--- config.mk ---
export PLATFORM = sky130hd
export DESIGN_NAME = fpu_vfloat_dispatch
export DESIGN_NICKNAME = d
export VERILOG_FILES = /design/src/rtl/fpu_vfloat_dispatch.sv
export SDC_FILE = /design/constraint.sdc
export NUM_CORES = 1
export LEC_CHECK = 0
export ABC_CLOCK_PERIOD_IN_PS = 4910
export BUFFER_PORTS_ARGS = -buffer_cell sky130_fd_sc_hd__buf_2
export CORE_ASPECT_RATIO = 2
export CORE_MARGIN = 2
export CORE_UTILIZATION = 55
export DETAILED_ROUTE_END_ITERATION = 7
export PLACE_DENSITY = 0.78
export SLEW_MARGIN = 20
export SYNTH_ARGS = -nofsm -noshare
export SYNTH_HDL_FRONTEND = slang
export SYNTH_SLANG_ARGS = --single-unit
--- constraint.sdc ---
create_clock -name clk -period 4.91 [get_ports clk]
set_input_delay 0.982 -clock clk [delete_from_list [all_inputs] [get_ports clk]]
set_output_delay 0.982 -clock clk [all_outputs]
set_load 0.005 [all_outputs]
--- src/rtl/fpu_vfloat_dispatch.sv ---
// VFloat FPU issue/retire stage: multi-outstanding issue to add/mul/div/sqrt
// units, per-unit slot FIFOs, in-order retirement through a reorder buffer.
//
// Ports:
//   clk, reset (async, active-low)
//   CPU request : in_valid, fpu_ready, operator, rounding_mode, tag, inOp1, inOp2
//   CPU result  : result_valid, cpu_ready, tag_out, result, exception
//   status      : occupancy, protocol_err (sticky)
//   unit issue  : start_add/mul/div/sqrt, op_a, op_b, vfloat_round
//   unit return : done_*, y_*, exc_*
module fpu_vfloat_dispatch #(
  parameter int EXP_WIDTH = 8,
  parameter int MAN_WIDTH = 23,
  parameter int DEPTH = 4,
  parameter int TAG_W = 4,
  parameter logic [2:0] OP_ADD = 3'd0,
  parameter logic [2:0] OP_SUB = 3'd1,
  parameter logic [2:0] OP_MUL = 3'd2,
  parameter logic [2:0] OP_DIV = 3'd3,
  parameter logic [2:0] OP_SQRT = 3'd4,
  localparam int IEEE_W = 1 + EXP_WIDTH + MAN_WIDTH,
  localparam int PW = $clog2(DEPTH),
  localparam int CW = PW + 1
) (
  input  logic              clk,
  input  logic              reset,
  input  logic              in_valid,
  output logic              fpu_ready,
  input  logic [2:0]        operator,
  input  logic [2:0]        rounding_mode,
  input  logic [TAG_W-1:0]  tag,
  input  logic [IEEE_W-1:0] inOp1,
  input  logic [IEEE_W-1:0] inOp2,
  output logic              result_valid,
  input  logic              cpu_ready,
  output logic [TAG_W-1:0]  tag_out,
  output logic [IEEE_W-1:0] result,
  output logic              exception,
  output logic [CW-1:0]     occupancy,
  output logic              protocol_err,
  output logic              start_add,
  output logic              start_mul,
  output logic              start_div,
  output logic              start_sqrt,
  output logic [IEEE_W-1:0] op_a,
  output logic [IEEE_W-1:0] op_b,
  output logic              vfloat_round,
  input  logic              done_add,
  input  logic              done_mul,
  input  logic              done_div,
  input  logic              done_sqrt,
  input  logic [IEEE_W-1:0] y_add,
  input  logic [IEEE_W-1:0] y_mul,
  input  logic [IEEE_W-1:0] y_div,
  input  logic [IEEE_W-1:0] y_sqrt,
  input  logic              exc_add,
  input  logic              exc_mul,
  input  logic              exc_div,
  input  logic              exc_sqrt
);

  localparam logic [IEEE_W-1:0] QNAN =
    {1'b0, {EXP_WIDTH{1'b1}}, 1'b1, {(MAN_WIDTH-1){1'b0}}};
  localparam int NU = 4;

  // ROB storage
  logic [TAG_W-1:0]  rob_tag  [DEPTH];
  logic [IEEE_W-1:0] rob_res  [DEPTH];
  logic              rob_exc  [DEPTH];
  logic              rob_done [DEPTH];
  logic [PW-1:0]     head;
  logic [PW-1:0]     tail;
  logic [CW-1:0]     count;

  // per-unit slot FIFOs: unit index 0=add 1=mul 2=div 3=sqrt
  logic [PW-1:0] f_mem  [NU][DEPTH];
  logic [PW-1:0] f_wr   [NU];
  logic [PW-1:0] f_rd   [NU];
  logic [CW-1:0] f_cnt  [NU];
  logic [PW-1:0] f_slot [NU];

  logic [NU-1:0]     done_v;
  logic [IEEE_W-1:0] y_v [NU];
  logic [NU-1:0]     exc_v;
  logic [NU-1:0]     pop_v;
  logic [NU-1:0]     push_v;
  logic [NU-1:0]     issue_vec;
  logic              illegal;
  logic              accept;
  logic              retire;
  logic [IEEE_W-1:0] op_b_next;

  assign done_v = {done_sqrt, done_div, done_mul, done_add};
  assign exc_v  = {exc_sqrt, exc_div, exc_mul, exc_add};
  assign y_v[0] = y_add;
  assign y_v[1] = y_mul;
  assign y_v[2] = y_div;
  assign y_v[3] = y_sqrt;

  always_comb begin
    issue_vec = '0;
    illegal = 1'b0;
    unique case (1'b1)
      (operator == OP_ADD),
      (operator == OP_SUB):  issue_vec[0] = 1'b1;
      (operator == OP_MUL):  issue_vec[1] = 1'b1;
      (operator == OP_DIV):  issue_vec[2] = 1'b1;
      (operator == OP_SQRT): issue_vec[3] = 1'b1;
      default:               illegal = 1'b1;
    endcase
  end

  assign op_b_next = (operator == OP_SUB)
    ? {~inOp2[IEEE_W-1], inOp2[IEEE_W-2:0]}
    : inOp2;

  // no full-bypass: a same-cycle retire does not open a slot
  assign fpu_ready = (count < CW'(DEPTH));
  assign accept = in_valid & fpu_ready;

  assign result_valid = (count != '0) & rob_done[head];
  assign retire = result_valid & cpu_ready;
  assign tag_out = rob_tag[head];
  assign result = rob_res[head];
  assign exception = rob_exc[head];
  assign occupancy = count;

  always_comb begin
    for (int u = 0; u < NU; u++) begin
      f_slot[u] = f_mem[u][f_rd[u]];
      pop_v[u] = done_v[u] & (f_cnt[u] != '0);
      push_v[u] = accept & issue_vec[u];
    end
  end

  // slot FIFOs: remember which ROB slot each unit op belongs to
  always_ff @(posedge clk or negedge reset) begin
    if (!reset) begin
      for (int u = 0; u < NU; u++) begin
        f_wr[u] <= '0;
        f_rd[u] <= '0;
        f_cnt[u] <= '0;
        for (int i = 0; i < DEPTH; i++)
          f_mem[u][i] <= '0;
      end
    end else begin
      for (int u = 0; u < NU; u++) begin
        if (push_v[u]) begin
          f_mem[u][f_wr[u]] <= tail;
          f_wr[u] <= f_wr[u] + 1'b1;
        end
        if (pop_v[u])
          f_rd[u] <= f_rd[u] + 1'b1;
        f_cnt[u] <= f_cnt[u] + CW'(push_v[u])
                    - CW'(pop_v[u]);
      end
    end
  end

  // reorder buffer
  always_ff @(posedge clk or negedge reset) begin
    if (!reset) begin
      head <= '0;
      tail <= '0;
      count <= '0;
      protocol_err <= 1'b0;
      for (int i = 0; i < DEPTH; i++) begin
        rob_tag[i] <= '0;
        rob_res[i] <= '0;
        rob_exc[i] <= 1'b0;
        rob_done[i] <= 1'b0;
      end
    end else begin
      if (accept) begin
        rob_tag[tail] <= tag;
        rob_res[tail] <= illegal ? QNAN : '0;
        rob_exc[tail] <= illegal;
        rob_done[tail] <= illegal;
        tail <= tail + 1'b1;
      end
      // live slots only; never collides with the tail write
      for (int u = 0; u < NU; u++) begin
        if (pop_v[u]) begin
          rob_res[f_slot[u]] <= y_v[u];
          rob_exc[f_slot[u]] <= exc_v[u];
          rob_done[f_slot[u]] <= 1'b1;
        end
      end
      if (|(done_v & ~pop_v))
        protocol_err <= 1'b1;
      if (retire)
        head <= head + 1'b1;
      count <= count + CW'(accept) - CW'(retire);
    end
  end

  // issue registers: one-cycle start pulse, operands held until next issue
  always_ff @(posedge clk or negedge reset) begin
    if (!reset) begin
      start_add <= 1'b0;
      start_mul <= 1'b0;
      start_div <= 1'b0;
      start_sqrt <= 1'b0;
      op_a <= '0;
      op_b <= '0;
      vfloat_round <= 1'b0;
    end else begin
      start_add <= push_v[0];
      start_mul <= push_v[1];
      start_div <= push_v[2];
      start_sqrt <= push_v[3];
      if (|push_v) begin
        op_a <= inOp1;
        op_b <= op_b_next;
        vfloat_round <= (rounding_mode == 3'd0);
      end
    end
  end

endmodule

* After elaboration in Yosys (flattened, before gate mapping)
Cells that the tools add are included.
** Word-level totals
- Register bits after elaboration :: 289
- Input port bits :: 214
- Output and inout bits :: 112
- Logic and storage cells :: 247
** Cells by class
- Add/subtract/negate cells :: 20
- $lt $le $gt $ge :: 24
- Equality and inequality tests :: 4
- Multiplexer cells :: 92
- Bitwise operators :: 32
- Reduce and logical (&&, ||, !) cells :: 20
** Operators by type and width (count)
- bitwise mux 128 bit :: 5
- 2-to-1 mux 128 bit :: 5
- demux 32 bit (select 2 bit) :: 5
- 2-to-1 mux 32 bit :: 8
- binary-select mux 32 bit (select 2 bit) :: 1
- 2-to-1 mux 4 bit :: 13
- >= comparator 3 bit (second input constant) :: 14
- inverter 2 -> 3 bit :: 14
- bitwise mux 8 bit :: 4
- 2-to-1 mux 31 bit :: 1
- < comparator 3 x 1 -> 1 bit (second input constant) :: 9
- bitwise mux 4 bit :: 6
- 2-to-1 mux 2 bit :: 12
- adder 2 x 1 -> 2 bit (second input constant) :: 10
- binary-select mux 2 bit (select 2 bit) :: 4
- bitwise mux 16 bit :: 1
- demux 2 bit (select 2 bit) :: 4
- bitwise OR 4 bit :: 4
- adder 3 x 1 -> 3 bit :: 5
- nonzero test 3 bit :: 5
- subtractor 3 x 1 -> 3 bit :: 5
- 2-to-1 mux 1 bit :: 14
- AND 1 bit :: 11
- demux 1 bit (select 2 bit) :: 5
- other kinds (15) :: 27

* Logic depth before layout (Yosys ltp)
- Word-level depth :: 17
- Mapped depth :: 12
- Mapped depth without buffers :: 10

* Least setup slack after synthesis
Ideal clock, no wire load.
- Path type :: in2reg
- Start :: input operator[1]
- End :: register f_cnt[8] (netlist name)
- Setup time :: 0.125 ns
- Data arrival time :: 3.050 ns
- Slack :: 1.735 ns
- Stages on the path :: 11
- Path buffers :: 1
- Cells stage by stage :: clkbuf_1 > inv_1 > nor4_2 > inv_1 > ha_1 > inv_1 > ha_1 > inv_1 > fa_1 > xnor2_1 > xnor2_1
** On the way
- Cells in the longest elaborated chain, start to end :: 5
** RTL lines
- from (decl) :: line 29 : input logic [2:0] operator,
- == test 3 x 2 -> 1 bit :: line 106 : (operator == OP_MUL): issue_vec[1] = 1'b1;
- 2-to-1 mux 1 bit :: line 103 : unique case (1'b1)
- AND 1 bit :: line 132 : push_v[u] = accept & issue_vec[u];
- net push_v[1] :: line 86 : logic [NU-1:0] push_v;
- adder 3 x 1 -> 3 bit :: line 154 : f_cnt[u] <= f_cnt[u] + CW'(push_v[u])
- subtractor 3 x 1 -> 3 bit :: line 155 : - CW'(pop_v[u]);
- to (signal, indexed assignment) :: line 154
- to (decl) :: line 79 : logic [CW-1:0] f_cnt [NU];
The timed path passes the listed nets, and every way through them passes these cells.
A chain may end at the register's enable or synchronous reset.

* Worst setup path in the final report
- Start :: register head[1]
- End :: output exception
** On the way
- Cells in the longest elaborated chain, start to end :: 4
** RTL lines
- from (decl) :: line 71 : logic [PW-1:0] head;
- from (signal assigned) :: line 192 : head <= head + 1'b1;
- inverter 2 -> 3 bit (not written as such) :: line 125 : assign exception = rob_exc[head];
- binary-select mux 1 bit (select 2 bit) :: line 125
- 2-to-1 mux 1 bit (not written as such) (2 in series) :: line 125
- to (decl) :: line 38 : output logic exception,
No other way between the ends. The select of a mux whose other input is x is not followed.

==> out/results.ini <==
[status]
status=finished clean

[placement]
portBuffers=325
gp_congestion=0.9038
dpl.hpwl_microns=37130

[cells_and_area]
layout_commonest_cell=buf_2
final_util=0.6488
final_cell_mix=324 x buf_2, 287 x dfrtp_1, 130 x nand2_1, 113 x o211ai_1, 112 x mux2_2
synthToLayoutAreaGrowth_pct=16.74
drive_gt1_frac=0.3433
fin_nets=2028

[logic_synthesis]
ys_ff_latch=289
netlist.area_leader.share=0.4249
yosys_warnings=0
avgSynthCellArea_sq_um=11.07
synth_area_leaders=dfrtp_1 42%, mux2_2 7.4%, mux4_2 6.1%, o211ai_1 5.0%, a221oi_1 3.7%
synthFlopType=dfrtp_1
syn-cell-area_sq_um=17020
synth-seq-area-share=0.4249
async_reset_ff_frac=1.000
synthCells=1538
synth_fp_nets=1787
synth-edff-count=0
yosys.cell_types.count=59
synth.largest_area_cell=dfrtp_1

[critical_path]
cp-start-kind=flip-flop
required_ns=3.93
criticalPathCategory=reg -> out
cp_max_fo=28
endpoint_kind=output port
crit_arrival_ns=2.49

[sta]
min_period_over_period=0.7067
rsz0062_at_grt=false
fmax_mhz=288.2
tightest_slew_ns=1.151
skew_ns=0.02853
setup_tns_ns=0
relSlewSlack=0.2299
hold_viol=0
setup_viol=0
slew_violations=0
period_minus_slack_ns=3.470

[grt]
grt_overflow_total=0
grt_pass1_wl_microns=88460
grt_pass1_vias=15710
grt_usage=0.3521
grt_max_degree=117
antenna_found_initial=0

[die]
pin_count=326
die_h_microns=252.8
start_util=0.5557
die_x_microns=128.4
die_area_sq_um=32460
row_count=91
coreArea_sq_um=30630

[run]
cap_violations=0

[pwr]
vdd_drop_max_uv=496.6
p_leak_nw=8.777
power_density_nw_per_um2=738.1

[cts]
cts_resized=0
clkTransAtPathRegs_ns=0.07
cts_setup_buffers=0
root_buffer=clkbuf_16
numCtsBuffers=28
htree_num_levels=1
clock_latency_ns=0.58
cts_tree=built
ctsLongestPathBuffers=3
clock_sinks=289
cts_hold_buffers=0

[route]
wire_per_inst_microns=26.99
ant_nets=0
first_pass_iters=7
drc=0
via_per_inst=7.209
drt_iter0_markers=2161
wirelength_microns=58660
num_vias=15670

[worst_hold_path]
hp-class=in -> async

[final timing paths]
path	slack [ns]	cells past startpoint	to	startpoint
min reg2reg	0.50	2	vfloat_round$_DFFE_PN0P_	vfloat_round$_DFFE_PN0P_
max	1.44	3	exception	head[1]$_DFFE_PN0P_
max in group asynchronous	3.42	2	rob_res[78]$_DFF_PN0_	reset
max reg2reg	1.60	6	rob_res[6]$_DFF_PN0_	f_cnt[1]$_DFF_PN0_
min	0.47	1	rob_res[86]$_DFF_PN0_	reset
min in group clk	0.50	2	vfloat_round$_DFFE_PN0P_	vfloat_round$_DFFE_PN0P_
[metal layers]
layer / GRT usage / vias up / routed length [microns]
li1: - / 6496 / -
met1: 0.4593 / 7602 / 20890
met2: 0.5526 / 1283 / 27580
met3: 0.08113 / 285 / 7176
met4: 0.1717 / 0 / 3012
met5: 0 / - / 0
[stage by stage]
stage	power [mW]	hold WS [ns]	setup WS [ns]	std cells	instance area [sq um]
floorplan	9.522	0.4673	1.735	1538	17020
global placement	11.88	0.4535	1.429	2121	18910
detailed placement	12.12	0.4732	1.377	2121	18920
CTS	14.45	0.4902	1.460	2172	19860
global route	15.37	0.5108	1.381	2172	19870
finish	14.67	0.4694	1.440	2173	19870
[worst max-delay path: stages, from the launching register on]
cell and delay [ns]:
dfrtp_2 0.61, buf_4 0.54, mux4_2 0.61, buf_2 0.15
[power breakdown]
part	switching (mW)	internal, mW	total (mW)
Combinational	4.34	3.61	7.95
Sequential	0.856	3.58	4.43
Clock	0.970	1.31	2.28
[cells in the mapped netlist (33+ instances only)]
cell	instances
a311oi_1	45
clkbuf_1	119
o221ai_1	69
a221oi_1	71
and4b_1	45
dfrtp_1	289
mux4_2	46
nand2_1	130
nor2_1	56
buf_2	33
a221o_1	40
mux2i_1	42
o211ai_1	113
inv_1	65
mux2_2	112
a211oi_1	41
[layout make-up]
type	count	area, sq um
Antenna cell	1	2.502
Tap cell	372	465.4
Clock buffer	42	824.5
Clock inverter	9	122.6
Fill cell	2477	10760
Sequential cell	289	7234
Multi-Input combinational cell	1019	8947
Timing Repair Buffer	372	2014
Inverter	69	259.0
[sequential cells by signal, summed over array words and instances (netlist names)]
register and cells:
start_add 1, rob_tag 16, f_rd 8, f_mem 32, start_sqrt 1, occupancy 3
vfloat_round 1, start_mul 1, protocol_err 1, op_a 32, rob_exc 4, op_b 32
rob_res 128, tail 2, start_div 1, head 2, rob_done 4, f_cnt 12
f_wr 8
[cells by family (layout without fill, tap and decap cells)]
logic type      Yosys count  count (layout)  synth area share
compound gates          417             417            0.2096
mux                     200             200            0.1597
xor+xnor                 25              25           0.01286
other cells               0               1                 0
fa+ha+maj                35              35           0.02793
flops                   289             289            0.4249
simple gates            342             342            0.1110
buf+inv                 230             492           0.05403
Power figures use the tool's default switching activity.
